### config.mk
export PLATFORM = sky130hd
export DESIGN_NAME = ps_mcu_uart_bridge
export DESIGN_NICKNAME = d
export VERILOG_FILES = /design/src/rtl/ps_mcu_uart_pkg.sv /design/src/rtl/fifo_v3.sv /design/src/rtl/ps_mcu_uart_channel.sv /design/src/rtl/ps_mcu_uart_bridge.sv
export SDC_FILE = /design/constraint.sdc
export NUM_CORES = 1
export LEC_CHECK = 0
export ABC_AREA = 0
export CORE_ASPECT_RATIO = 1.75
export CORE_MARGIN = 1.5
export CORE_UTILIZATION = 45
export DETAILED_ROUTE_END_ITERATION = 10
export HOLD_SLACK_MARGIN = 0.08
export PLACE_DENSITY = 0.67
export SYNTH_ARGS = -nofsm -noshare
export SYNTH_HDL_FRONTEND = slang
export SYNTH_SLANG_ARGS = --single-unit
### constraint.sdc
create_clock -name clk_i -period 32 [get_ports clk_i]
set_clock_uncertainty 0.2 [all_clocks]
set_input_delay 6.4 -clock clk_i [delete_from_list [all_inputs] [get_ports clk_i]]
set_output_delay 6.4 -clock clk_i [all_outputs]
set_load 0.02 [all_outputs]
### src/rtl/ps_mcu_uart_pkg.sv
// Shared types and width helpers for the PS <-> MCU UART bridge.
package ps_mcu_uart_pkg;

  localparam int unsigned DEF_NUM_CH     = 2;
  localparam int unsigned DEF_DATA_W     = 8;
  localparam int unsigned DEF_FIFO_DEPTH = 16;
  localparam int unsigned DEF_BAUD_DIV   = 868;

  typedef enum logic [1:0] {
    TX_IDLE,
    TX_START,
    TX_DATA,
    TX_STOP
  } tx_state_e;

  typedef enum logic [2:0] {
    RX_IDLE,
    RX_START,
    RX_DATA,
    RX_STOP,
    RX_WAIT_IDLE
  } rx_state_e;

  // Baud counter only ever holds BAUD_DIV-1 down to 0.
  function automatic int unsigned cnt_width(input int unsigned baud_div);
    return $clog2(baud_div);
  endfunction

  // Bit index must hold 0..DATA_W-1.
  function automatic int unsigned idx_width(input int unsigned data_w);
    return $clog2(data_w + 1);
  endfunction

endpackage

### src/rtl/fifo_v3.sv
// Synchronous FIFO with the common_cells fifo_v3 port list.
// Pushes into a full FIFO and pops from an empty one are ignored, so a push
// while full is lost even if a pop happens in the same cycle.
module fifo_v3 #(
  parameter bit          FALL_THROUGH = 1'b0,
  parameter int unsigned DATA_WIDTH   = 32,
  parameter int unsigned DEPTH        = 8,
  parameter int unsigned ADDR_DEPTH   = (DEPTH > 1) ? $clog2(DEPTH) : 1
) (
  input  logic                  clk_i,
  input  logic                  rst_ni,
  input  logic                  flush_i,
  input  logic                  testmode_i,
  output logic                  full_o,
  output logic                  empty_o,
  output logic [ADDR_DEPTH-1:0] usage_o,
  input  logic [DATA_WIDTH-1:0] data_i,
  input  logic                  push_i,
  output logic [DATA_WIDTH-1:0] data_o,
  input  logic                  pop_i
);

  localparam int unsigned N = (DEPTH > 0) ? DEPTH : 1;

  logic [ADDR_DEPTH-1:0] rd_q, wr_q;
  logic [ADDR_DEPTH:0]   cnt_q;
  logic [DATA_WIDTH-1:0] mem_q [N];
  logic                  is_empty, bypass, do_push, do_pop;
  logic                  unused_testmode;

  assign unused_testmode = testmode_i;

  assign is_empty = (cnt_q == '0);
  assign bypass   = FALL_THROUGH && is_empty && push_i && pop_i;
  assign full_o   = (cnt_q == (ADDR_DEPTH+1)'(N));
  assign empty_o  = is_empty && !(FALL_THROUGH && push_i);
  assign usage_o  = cnt_q[ADDR_DEPTH-1:0];
  assign do_push  = push_i && !full_o && !bypass;
  assign do_pop   = pop_i && !is_empty;
  assign data_o   = (FALL_THROUGH && is_empty) ? data_i : mem_q[rd_q];

  // Storage, pointers and occupancy; pointers wrap naturally (DEPTH is 2^n).
  always_ff @(posedge clk_i or negedge rst_ni) begin
    if (!rst_ni) begin
      rd_q  <= '0;
      wr_q  <= '0;
      cnt_q <= '0;
      for (int i = 0; i < int'(N); i++) mem_q[i] <= '0;
    end else if (flush_i) begin
      rd_q  <= '0;
      wr_q  <= '0;
      cnt_q <= '0;
    end else begin
      if (do_push) begin
        mem_q[wr_q] <= data_i;
        wr_q        <= wr_q + ADDR_DEPTH'(1);
      end
      if (do_pop) rd_q <= rd_q + ADDR_DEPTH'(1);
      cnt_q <= cnt_q + (ADDR_DEPTH+1)'(do_push) - (ADDR_DEPTH+1)'(do_pop);
    end
  end

endmodule

### src/rtl/ps_mcu_uart_channel.sv
// One bridge channel: TX FIFO + serialiser towards the MCU, synchroniser +
// deserialiser + RX FIFO towards the PS, and sticky error flags.
module ps_mcu_uart_channel
  import ps_mcu_uart_pkg::*;
#(
  parameter int unsigned DATA_W     = DEF_DATA_W,
  parameter int unsigned FIFO_DEPTH = DEF_FIFO_DEPTH,
  parameter int unsigned BAUD_DIV   = DEF_BAUD_DIV
) (
  input  logic              clk_i,
  input  logic              rst_i,
  input  logic [DATA_W-1:0] tx_data_i,
  input  logic              tx_valid_i,
  output logic              tx_ready_o,
  output logic              uart_tx_o,
  input  logic              uart_rx_i,
  output logic [DATA_W-1:0] rx_data_o,
  output logic              rx_valid_o,
  input  logic              rx_ready_i,
  output logic              rx_overflow_o,
  output logic              frame_err_o,
  input  logic              clear_err_i
);

  localparam int unsigned CNT_W  = cnt_width(BAUD_DIV);
  localparam int unsigned IDX_W  = idx_width(DATA_W);
  localparam int unsigned ADDR_W = (FIFO_DEPTH > 1) ? $clog2(FIFO_DEPTH) : 1;

  localparam logic [CNT_W-1:0] CNT_BIT  = CNT_W'(BAUD_DIV - 1);
  localparam logic [CNT_W-1:0] CNT_HALF = CNT_W'(BAUD_DIV / 2);
  localparam logic [IDX_W-1:0] IDX_LAST = IDX_W'(DATA_W - 1);

  logic rst_n;
  assign rst_n = ~rst_i;

  // ---------------- TX path ----------------
  logic              tx_full, tx_empty, tx_pop, tx_expire;
  logic [DATA_W-1:0] tx_head;
  logic [ADDR_W-1:0] tx_usage_unused;

  tx_state_e         tx_state_q;
  logic [CNT_W-1:0]  tx_cnt_q;
  logic [IDX_W-1:0]  tx_idx_q;
  logic [DATA_W-1:0] tx_shift_q;
  logic              uart_tx_q;

  fifo_v3 #(
    .FALL_THROUGH (1'b0),
    .DATA_WIDTH   (DATA_W),
    .DEPTH        (FIFO_DEPTH)
  ) u_tx_fifo (
    .clk_i      (clk_i),
    .rst_ni     (rst_n),
    .flush_i    (1'b0),
    .testmode_i (1'b0),
    .full_o     (tx_full),
    .empty_o    (tx_empty),
    .usage_o    (tx_usage_unused),
    .data_i     (tx_data_i),
    .push_i     (tx_valid_i),
    .data_o     (tx_head),
    .pop_i      (tx_pop)
  );

  assign tx_ready_o = ~tx_full;
  assign tx_expire  = (tx_cnt_q == '0);
  // Pop when idle, or at the end of a stop bit so frames chain without a gap.
  assign tx_pop     = ~tx_empty &&
                      ((tx_state_q == TX_IDLE) || (tx_state_q == TX_STOP && tx_expire));
  assign uart_tx_o  = uart_tx_q;

  // TX serialiser; the line register follows the state one cycle later.
  always_ff @(posedge clk_i or posedge rst_i) begin
    if (rst_i) begin
      tx_state_q <= TX_IDLE;
      tx_cnt_q   <= '0;
      tx_idx_q   <= '0;
      tx_shift_q <= '0;
      uart_tx_q  <= 1'b1;
    end else begin
      case (tx_state_q)
        TX_START: uart_tx_q <= 1'b0;
        TX_DATA:  uart_tx_q <= tx_shift_q[0];
        default:  uart_tx_q <= 1'b1;
      endcase
      case (tx_state_q)
        TX_IDLE: begin
          if (tx_pop) begin
            tx_shift_q <= tx_head;
            tx_cnt_q   <= CNT_BIT;
            tx_state_q <= TX_START;
          end
        end
        TX_START: begin
          if (tx_expire) begin
            tx_cnt_q   <= CNT_BIT;
            tx_idx_q   <= '0;
            tx_state_q <= TX_DATA;
          end else begin
            tx_cnt_q <= tx_cnt_q - CNT_W'(1);
          end
        end
        TX_DATA: begin
          if (tx_expire) begin
            tx_cnt_q   <= CNT_BIT;
            tx_shift_q <= tx_shift_q >> 1;
            if (tx_idx_q == IDX_LAST) tx_state_q <= TX_STOP;
            else                      tx_idx_q   <= tx_idx_q + IDX_W'(1);
          end else begin
            tx_cnt_q <= tx_cnt_q - CNT_W'(1);
          end
        end
        TX_STOP: begin
          if (tx_expire) begin
            tx_cnt_q <= CNT_BIT;
            if (tx_pop) begin
              tx_shift_q <= tx_head;
              tx_state_q <= TX_START;
            end else begin
              tx_state_q <= TX_IDLE;
            end
          end else begin
            tx_cnt_q <= tx_cnt_q - CNT_W'(1);
          end
        end
        default: tx_state_q <= TX_IDLE;
      endcase
    end
  end

  // ---------------- RX path ----------------
  logic [1:0]        sync_q;
  logic              rx_s;
  rx_state_e         rx_state_q;
  logic [CNT_W-1:0]  rx_cnt_q;
  logic [IDX_W-1:0]  rx_idx_q;
  logic [DATA_W-1:0] rx_shift_q;
  logic              rx_expire, rx_stop_hit, rx_push, rx_full, rx_empty;
  logic              ovf_set, frm_set, ovf_q, frm_q;
  logic [ADDR_W-1:0] rx_usage_unused;

  assign rx_s        = sync_q[1];
  assign rx_expire   = (rx_cnt_q == '0);
  assign rx_stop_hit = (rx_state_q == RX_STOP) && rx_expire;
  assign rx_push     = rx_stop_hit && rx_s;
  assign ovf_set     = rx_push && rx_full;
  assign frm_set     = rx_stop_hit && ~rx_s;

  // Two-flop synchroniser for the asynchronous MCU line; resets to idle-high.
  always_ff @(posedge clk_i or posedge rst_i) begin
    if (rst_i) sync_q <= 2'b11;
    else       sync_q <= {sync_q[0], uart_rx_i};
  end

  // RX deserialiser: half-bit qualify of the start bit, then one sample per bit.
  always_ff @(posedge clk_i or posedge rst_i) begin
    if (rst_i) begin
      rx_state_q <= RX_IDLE;
      rx_cnt_q   <= '0;
      rx_idx_q   <= '0;
      rx_shift_q <= '0;
    end else begin
      case (rx_state_q)
        RX_IDLE: begin
          if (~rx_s) begin
            rx_cnt_q   <= CNT_HALF;
            rx_state_q <= RX_START;
          end
        end
        RX_START: begin
          if (rx_expire) begin
            if (~rx_s) begin
              rx_cnt_q   <= CNT_BIT;
              rx_idx_q   <= '0;
              rx_state_q <= RX_DATA;
            end else begin
              rx_state_q <= RX_IDLE;
            end
          end else begin
            rx_cnt_q <= rx_cnt_q - CNT_W'(1);
          end
        end
        RX_DATA: begin
          if (rx_expire) begin
            rx_cnt_q   <= CNT_BIT;
            rx_shift_q <= {rx_s, rx_shift_q[DATA_W-1:1]};
            if (rx_idx_q == IDX_LAST) rx_state_q <= RX_STOP;
            else                      rx_idx_q   <= rx_idx_q + IDX_W'(1);
          end else begin
            rx_cnt_q <= rx_cnt_q - CNT_W'(1);
          end
        end
        RX_STOP: begin
          if (rx_expire) rx_state_q <= rx_s ? RX_IDLE : RX_WAIT_IDLE;
          else           rx_cnt_q   <= rx_cnt_q - CNT_W'(1);
        end
        RX_WAIT_IDLE: begin
          if (rx_s) rx_state_q <= RX_IDLE;
        end
        default: rx_state_q <= RX_IDLE;
      endcase
    end
  end

  fifo_v3 #(
    .FALL_THROUGH (1'b0),
    .DATA_WIDTH   (DATA_W),
    .DEPTH        (FIFO_DEPTH)
  ) u_rx_fifo (
    .clk_i      (clk_i),
    .rst_ni     (rst_n),
    .flush_i    (1'b0),
    .testmode_i (1'b0),
    .full_o     (rx_full),
    .empty_o    (rx_empty),
    .usage_o    (rx_usage_unused),
    .data_i     (rx_shift_q),
    .push_i     (rx_push),
    .data_o     (rx_data_o),
    .pop_i      (rx_ready_i)
  );

  assign rx_valid_o = ~rx_empty;

  // Sticky flags; a new error in the same cycle as a clear keeps the flag set.
  always_ff @(posedge clk_i or posedge rst_i) begin
    if (rst_i) begin
      ovf_q <= 1'b0;
      frm_q <= 1'b0;
    end else begin
      if (ovf_set)          ovf_q <= 1'b1;
      else if (clear_err_i) ovf_q <= 1'b0;
      if (frm_set)          frm_q <= 1'b1;
      else if (clear_err_i) frm_q <= 1'b0;
    end
  end

  assign rx_overflow_o = ovf_q;
  assign frame_err_o   = frm_q;

endmodule

### src/rtl/ps_mcu_uart_bridge.sv
// NUM_CH independent buffered UART channels between the PS and the MCU.
module ps_mcu_uart_bridge
  import ps_mcu_uart_pkg::*;
#(
  parameter int unsigned NUM_CH     = DEF_NUM_CH,
  parameter int unsigned DATA_W     = DEF_DATA_W,
  parameter int unsigned FIFO_DEPTH = DEF_FIFO_DEPTH,
  parameter int unsigned BAUD_DIV   = DEF_BAUD_DIV
) (
  input  logic                     clk_i,
  input  logic                     rst_i,
  input  logic [NUM_CH*DATA_W-1:0] tx_data_i,
  input  logic [NUM_CH-1:0]        tx_valid_i,
  output logic [NUM_CH-1:0]        tx_ready_o,
  output logic [NUM_CH-1:0]        uart_tx_o,
  input  logic [NUM_CH-1:0]        uart_rx_i,
  output logic [NUM_CH*DATA_W-1:0] rx_data_o,
  output logic [NUM_CH-1:0]        rx_valid_o,
  input  logic [NUM_CH-1:0]        rx_ready_i,
  output logic [NUM_CH-1:0]        rx_overflow_o,
  output logic [NUM_CH-1:0]        frame_err_o,
  input  logic [NUM_CH-1:0]        clear_err_i
);

  for (genvar c = 0; c < NUM_CH; c++) begin : g_ch
    ps_mcu_uart_channel #(
      .DATA_W     (DATA_W),
      .FIFO_DEPTH (FIFO_DEPTH),
      .BAUD_DIV   (BAUD_DIV)
    ) u_ch (
      .clk_i         (clk_i),
      .rst_i         (rst_i),
      .tx_data_i     (tx_data_i[c*DATA_W +: DATA_W]),
      .tx_valid_i    (tx_valid_i[c]),
      .tx_ready_o    (tx_ready_o[c]),
      .uart_tx_o     (uart_tx_o[c]),
      .uart_rx_i     (uart_rx_i[c]),
      .rx_data_o     (rx_data_o[c*DATA_W +: DATA_W]),
      .rx_valid_o    (rx_valid_o[c]),
      .rx_ready_i    (rx_ready_i[c]),
      .rx_overflow_o (rx_overflow_o[c]),
      .frame_err_o   (frame_err_o[c]),
      .clear_err_i   (clear_err_i[c])
    );
  end

endmodule

# Yosys cells after proc, flatten, opt, wreduce, memory -nomap -nowiden
# Index checks and enable logic that the tools add are counted.
# word_totals
regBits	672
in_bits	26
output_inout_bits	26
wordCells	388
# classes
addsub	24
order_cmp	12
n_eq_ne	54
muxes	108
bitwise	16
reduce_logical	74
# ops
operator	count
$bwmux 128	4
$mux 8	18
$mux 10	14
$bmux 8 s4	4
$demux 8 s4	4
$pmux 10 s4	2
$mux 4	14
$add 4x1->4 const B	12
$pmux 8 s3	2
$mux 3	14
$ge 5x5->1 const B	8
$logic_not 10->1	4
$not 4->5	8
$pmux 10 s2	2
$sub 10x1->10 const B	4
$ne 2x1->1 const B	18
$pmux 4 s2	4
$pmux 3 s5	2
$logic_and 1x1->1	24
$mux 2	12
$ne 2x2->1 const B	12
$add 5x1->5	4
$eq 5x5->1 const B	4
$logic_not 5->1	4
other kinds (26)	90

# Longest topological paths before layout
# Gate-level depths: netlist of the first run.
# depth
depth_word	7
depth_mapped	17
ltp_nobuf	15

# Cells and area by module
# A second synthesis of the first run with hierarchy kept.
# hier_totals
cells_unflattened	2531
area_unflattened_um2	33761.1
# modules_own_cells
module	instances	cells_each	area_per_inst_um2	seq_area_each_um2
fifo_v3	4	481	6936.7	3528.4
ps_mcu_uart_channel (g_ch[0].u_ch)	1	307	3125.5	1355.0
ps_mcu_uart_channel (g_ch[1].u_ch)	1	300	2889.0	1355.0

# Worst setup path before layout of the first run
# No wires, ideal clock.
# synth_timing
path_kind	register to output
startpoint	reg g_ch[0].u_ch.u_rx_fifo.rd_q[0]
endpoint	out rx_data_o[0]
arrival_time_ns	2.292
required_time_ns	25.400
slack_ns	23.108
path_stages_with_launch	5
path_buffers	2
cell_sequence	dfrtp_1 > clkbuf_1 > buf_1 > mux4_2 > mux4_2
# synth_between
elab_chain_len	4
# synth_rtl
item	line_no	source
from (decl)	fifo_v3.sv:25	logic [ADDR_DEPTH-1:0] rd_q, wr_q;
from (signal assigned)	fifo_v3.sv:58	if (do_pop) rd_q <= rd_q + ADDR_DEPTH'(1);
$not 4->5 (implied by the code)	fifo_v3.sv:40	assign data_o = (FALL_THROUGH && is_empty) ? data_i : mem_q[rd_q];
$bmux 8 s4	fifo_v3.sv:40	
$mux 8 (implied by the code) (2 in series)	fifo_v3.sv:40	
to (decl)	ps_mcu_uart_bridge.sv:17	output logic [NUM_CH*DATA_W-1:0] rx_data_o,
# Every way passes these cells. The select of a mux whose other input is x is not followed.

==> results of run 1 <==
## cell type report
| type | count | area share |
|---|---|---|
| repair buffers | 68 | 0.0185 |
| diodes | 2 | 0.000142 |
| well taps | 910 | 0.0323 |
| clock buffers | 92 | 0.0512 |
| flip-flops and latches | 672 | 0.477 |
| clock inverters | 22 | 0.0109 |
| inverters | 74 | 0.00809 |
| multi-input cells | 1429 | 0.402 |
## logic make-up (layout without fill, tap and decap cells)
group           after synthesis  count (layout)  synth area share
xor+xnor                     52              52            0.0143
buf+inv                     208             256            0.0259
compound gates              191             191            0.0402
flops                       672             672             0.529
simple gates                376             376            0.0621
mux                         737             737             0.299
other cells                   0               2                 0
fa+ha+maj                    73              73            0.0295
## layer usage
layer,track usage,vias up,part of all wire
met5,0,-,0.00029
met4,0.0674,4,0.032
met3,0.0265,123,0.028
met2,0.373,238,0.57
met1,0.200,9742,0.37
li1,-,8468,-
## layout by cell type, fill, tap and decap left out, drive strengths merged, types with 7 or more instances in the layout
cell | synthesis | routed
and3 | 10 | 10
clkinv | 0 | 7
o22ai | 7 | 7
mux2 | 552 | 552
o21ai | 35 | 35
nor2 | 66 | 66
clkdlybuf4s50 | 0 | 51
a21o | 9 | 9
a31oi | 7 | 7
clkbuf | 91 | 92
mux2i | 70 | 70
nor2b | 13 | 13
nand2 | 104 | 104
a21oi | 47 | 47
bufinv | 0 | 10
xor2 | 15 | 15
and2 | 7 | 7
inv | 74 | 74
a22oi | 22 | 22
nor4 | 12 | 12
a22o | 13 | 13
a32oi | 8 | 8
buf | 43 | 17
or3 | 14 | 14
dfrtp | 666 | 666
nor3 | 25 | 25
nand3b | 8 | 8
xnor2 | 37 | 37
ha | 67 | 67
mux4 | 115 | 115
nand4 | 23 | 23
nand3 | 56 | 56
## Yosys cell counts (all sizes together) (12+ instances only)
master | count | share of area
xnor2 | 37 | 0.010
buf | 43 | 0.0064
mux2i | 70 | 0.022
a22oi | 22 | 0.0052
or3 | 14 | 0.0028
mux2 | 552 | 0.20
a22o | 13 | 0.0036
nand4 | 23 | 0.0053
dfrtp | 666 | 0.52
nand2 | 104 | 0.013
nor3 | 25 | 0.0039
nand3 | 56 | 0.0088
nor2b | 13 | 0.0026
ha | 67 | 0.026
nor2 | 66 | 0.0078
a21oi | 47 | 0.0074
nor4 | 12 | 0.0028
inv | 74 | 0.0087
o21ai | 35 | 0.0055
clkbuf | 91 | 0.011
mux4 | 115 | 0.081
xor2 | 15 | 0.0041
## path summary, 6_finish.rpt
path | to | start | cells past startpoint | slack (ps)
min in group asynchronous | g_ch[1].u_ch.u_tx_fifo.cnt_q[3] | rst_i | 2 | 6060
worst min-delay path | g_ch[0].u_ch.sync_q[1] | g_ch[0].u_ch.sync_q[0] | 0 | 160
worst max-delay path | g_ch[0].u_ch.u_rx_fifo.mem_q[112] | rst_i | 6 | 21500
worst min register to register | g_ch[0].u_ch.sync_q[1] | g_ch[0].u_ch.sync_q[0] | 0 | 160
worst max register to register | g_ch[0].u_ch.u_rx_fifo.cnt_q[4] | g_ch[0].u_ch.rx_cnt_q[6] | 13 | 28230
max in group clk_i | rx_data_o[10] | g_ch[1].u_ch.u_rx_fifo.rd_q[0] | 4 | 22120
## flip-flops by register name, indices dropped and copies added (netlist names), 4 cells and up
register                   flops
g_ch.u_ch.u_tx_fifo.wr_q       8
g_ch.u_ch.tx_state_q           4
g_ch.u_ch.u_tx_fifo.mem_q    256
g_ch.u_ch.rx_idx_q             8
g_ch.u_ch.u_rx_fifo.wr_q       8
g_ch.u_ch.tx_cnt_q            20
g_ch.u_ch.u_tx_fifo.cnt_q     10
g_ch.u_ch.tx_shift_q          16
g_ch.u_ch.u_rx_fifo.cnt_q     10
g_ch.u_ch.rx_state_q           6
g_ch.u_ch.rx_cnt_q            20
g_ch.u_ch.u_rx_fifo.rd_q       8
g_ch.u_ch.u_rx_fifo.mem_q    256
g_ch.u_ch.tx_idx_q             8
g_ch.u_ch.rx_shift_q          16
g_ch.u_ch.sync_q               4
g_ch.u_ch.u_tx_fifo.rd_q       8
## power groups by stage
stage	combinational (uW)	clock, uW	sequential (uW)
finish	527	790	1140
global placement	512	0	1140
detailed placement	536	0	1160
floorplan	451	0	1110
CTS	538	813	1140
global route	582	846	1170
## per-stage QoR
step                setup WS, ps  hold WS, ps  utilization
floorplan                   6570          145            -
global placement           20740          146        0.473
detailed placement         20450          149        0.473
CTS                        21140          158        0.505
global route               20640          159        0.505
finish                     21500          157        0.505
## worst register-to-register path, delay by kind of cell (launching register included)
kind | cells | cell delay, ps
xor+xnor | 1 | 110
buf+inv | 3 | 190
compound gates | 1 | 70
flops | 1 | 450
fa+ha+maj | 3 | 880
simple gates | 5 | 1760
==> results_dict.tcl, run 1 <==
set metrics [dict create \
    status "finished clean" \
    hpwlAfterDp_um 45500 \
    syn_nets 2406 \
    die_x_um 204 \
    ioPinCount 52 \
    setup_viol 0 \
    synth_warnings 0 \
    ys_ff_latch 672 \
    crit_type "input port to async pin" \
    multi_input_area_sq_um 14200 \
    peakVddDrop_uv 37.9 \
    rsz0062_at_grt "false" \
    gr-usage-all-layers 0.189 \
    switching_power_uw 661 \
    drc 0 \
    cellPowerDensity_nw_per_um2 69.8 \
    cp_common_cell "buf_4" \
    path_cells "clkdlybuf4s50_1, inv_8, buf_12, buf_4, buf_4, buf_4" \
    cts_tree "yes" \
    synth_edf_count 0 \
    min_period_ps 10500 \
    avgSynthCellArea_sq_um 13.8 \
    synth-async-reset-ratio 1.00 \
    grt_max_degree 180 \
    worstMarginPinSlew_ps 1100 \
    final_area_sq_um 35300 \
    finalHoldViolCount 0 \
    drv_slew 0 \
    grt_pass1_vias 20200 \
    seq_area_sq_um 16800 \
    num_rows 128 \
    drv_cap 0 \
    drt-pass1-iter-count 5 \
    worstPathRequired_ps 32440 \
    h-tree-depth 2 \
    final_cell_count_no_fill 3269 \
    pwr-share-clk 0.321 \
    initial_utilization 0.455 \
    nFillCells 5954 \
    dp_cells 3153 \
    cp_num_buf_inv 6 \
    routedWlPerCell_um 20.4 \
    syn_inst 2309 \
    pwr-share-comb 0.214 \
    grt.overflow.total 0 \
    p_sw_frac 0.269 \
    cts_resized 0 \
    ant_nets 0 \
    clk_pin_slew_ps 60 \
    grt_pass1_wl_um 109000 \
    die_h_um 355 \
    hp-class "flip-flop to flip-flop" \
    clk_latency_ps 640 \
    placed_area_sq_um 33100 \
    leakagePower_uw 0.0164 \
    worst_path_max_delay_cell "buf_4" \
    crit_family "buffers and inverters" \
    clockBufferDepth 3 \
    setup_tns_ps 0 \
    cp.arrival_ps 10940 \
    areaGrowthSynthToFinish_pct 10.9 \
    intPower_uw 1800 \
    hold_buffers 0 \
    synthDistinctLibCells 69 \
    vias 18600 \
    numCtsBuffers 61 \
    post_cts_buffers 0 \
    cts_root_buf "clkbuf_16" \
    drt_iter0_markers 1012 \
    timing.final.crit_share 0.328 \
    gp_congestion 0.799 \
    core_sq_um 69800 \
    relSlewSlack 0.267 \
    wirelength_um 66600 \
    dieArea_sq_um 72300 \
    power_frac_seq 0.465 \
    syn-cell-area_sq_um 31800 \
    totalPowerFinal_uw 2460 \
    end_kind "async pin" \
    fmax_mhz 95.2 \
    drive_gt1_frac 0.347 \
    nets 2403 \
    synth_flop_cell "dfrtp_1" \
    antenna_found_initial 3 \
    cpPeakStageDelay_ps 920 \
    ys_seq_area_frac 0.529 \
    via_per_inst 5.68 \
    critical_path.startpoint_type "input port" \
    numClockSinks 672 \
    cp_max_fo 179 \
    numPortBuffers 51 \
]
Power figures use the tool's default switching activity.
==> run 2: changes to the inputs <==
Clock period 32 ns to 9.98 ns, I/O delays scaled along.
==> run 2 against run 1 <==
- largest power group unchanged
- combinational power grew to 3.2 times the previous value
- clock-buffer cell count grew 10
- final area is essentially flat
- via count grew 1.2%
==> results_dict.tcl, run 2 (same netlist as run 1, synthesis figures left out) <==
set metrics [dict create \
    status "finished clean" \
    final_cell_mix "dfrtp_1, mux2_2, mux4_2" \
    gp_congestion 0.815 \
    timing.final.crit_share 0.545 \
    min_period_ps 5440 \
    cp_max_fo 28 \
    relSlewSlack 0.240 \
    hold_depth 0 \
    die_h_um 355 \
    hold_buffers 0 \
    worstMarginPinSlew_ps 1130 \
    hpwlAfterDp_um 47100 \
    grt_pass1_wl_um 112000 \
    grt.overflow.total 0 \
    holdPathEnd "g_ch[1].u_ch.sync_q[1]" \
    min-delay-start "g_ch[1].u_ch.sync_q[0]" \
    cp.arrival_ps 3240 \
    clk_pin_slew_ps 60 \
    rr_worst_depth 13 \
    worst_path_max_delay_cell "mux4_2" \
    initial_utilization 0.455 \
    wirelength_um 69000 \
    drc 0 \
    crit_type "flip-flop to output port" \
    critical_path.startpoint_type "flip-flop" \
    leakagePower_uw 0.0164 \
    drt-pass1-iter-count 5 \
    multi_input_area_sq_um 14200 \
    clk_latency_ps 600 \
    rsz0062_at_grt "false" \
    ant_nets 0 \
    ioPinCount 52 \
    clockBufferDepth 3 \
    grt_pass1_vias 20400 \
    r2r-end "g_ch[0].u_ch.u_rx_fifo.cnt_q[4]" \
    nets 2408 \
    via_per_inst 5.74 \
    vias 18800 \
    end_kind "output port" \
    path_cells "buf_4, mux4_2, mux4_2, clkdlybuf4s50_1" \
    cts_root_buf "clkbuf_16" \
    hp-class "flip-flop to flip-flop" \
    dieArea_sq_um 72300 \
    cts_resized 0 \
    core_sq_um 69800 \
    post_cts_buffers 0 \
    drv_slew 0 \
    peakVddDrop_uv 128 \
    antenna_found_initial 2 \
    grt_max_degree 178 \
    reg.largest.list "g_ch.u_ch.u_rx_fifo.mem_q: 256 flops, g_ch.u_ch.u_tx_fifo.mem_q: 256 flops" \
    cp_common_cell "mux4_2" \
    num_rows 128 \
    final_common_cell "dfrtp_1" \
    routedWlPerCell_um 21.1 \
    h-tree-depth 3 \
    numClockSinks 672 \
    cellPowerDensity_nw_per_um2 223 \
    reg2reg_from "g_ch[0].u_ch.rx_cnt_q[6]" \
    areaGrowthSynthToFinish_pct 10.9 \
    numPortBuffers 51 \
    dp_slack_ps 5090 \
    fmax_mhz 184 \
    nFillCells 5917 \
    drv_cap 0 \
    gr-usage-all-layers 0.196 \
    fin_ws_ps 4540 \
    totalPowerFinal_uw 7870 \
    drive_gt1_frac 0.347 \
    seq_area_sq_um 16800 \
    cpPeakStageDelay_ps 580 \
    numCtsBuffers 66 \
    drt_iter0_markers 1032 \
    finalHoldViolCount 0 \
    worstPathRequired_ps 7780 \
    setup_viol 0 \
    reg2reg_slack_ps 6180 \
    cts_tree "yes" \
    die_x_um 204 \
]
## run 2: area by class of cell
cell class / instances / share of cell area
clock inverters: 15 / 0.00486
repair buffers: 68 / 0.0192
well taps: 910 / 0.0323
flip-flops and latches: 672 / 0.477
diodes: 2 / 0.000142
inverters: 74 / 0.00799
multi-input cells: 1429 / 0.402
clock buffers: 102 / 0.0565
## run 2: how the worst max path moves through the flow
stage | startpoint | to | slack [ps] | cells past startpoint
3_3_place_gp | g_ch[0].u_ch.u_rx_fifo.rd_q[0] | rx_data_o[1] | 5150 | 4
6_report | g_ch[0].u_ch.u_rx_fifo.rd_q[0] | rx_data_o[2] | 4540 | 4
2_1_floorplan | rst_i | g_ch[0].u_ch.frame_err_o | -1400 | 1
4_1_cts | g_ch[0].u_ch.u_rx_fifo.rd_q[0] | rx_data_o[2] | 4440 | 4
5_1_grt | g_ch[0].u_ch.u_rx_fifo.rd_q[0] | rx_data_o[2] | 4350 | 4
3_5_place_dp | g_ch[0].u_ch.u_rx_fifo.rd_q[0] | rx_data_o[2] | 5090 | 4
## run 2: power breakdown
part	switching [uW]	internal, uW
clock	1050	1450
sequential	367	3310
combinational	728	957
## run 2: metrics by stage
step / utilization / hold WS, ps / cell area, sq um / cells / TNS [ps]
floorplan: - / 145 / 31800 / 2309 / -933350
global placement: 0.474 / 152 / 33100 / 3153 / 0
detailed placement: 0.474 / 154 / 33100 / 3153 / 0
CTS: 0.505 / 165 / 35200 / 3270 / 0
global route: 0.505 / 168 / 35200 / 3271 / 0
finish: 0.505 / 162 / 35300 / 3272 / 0
## run 2: critical path: cells and delay by family, from the launching register on
kind	cells	cell delay (ps)
buffers and inverters	2	1060
muxes	2	1070
DFF	1	490
## run 2: layer usage
layer,share of wire,vias to the layer above,GRT usage
met4,0.036,2,0.0810
met5,0.00025,-,0
met1,0.36,9848,0.206
met3,0.029,155,0.0268
met2,0.57,334,0.385
li1,-,8456,-
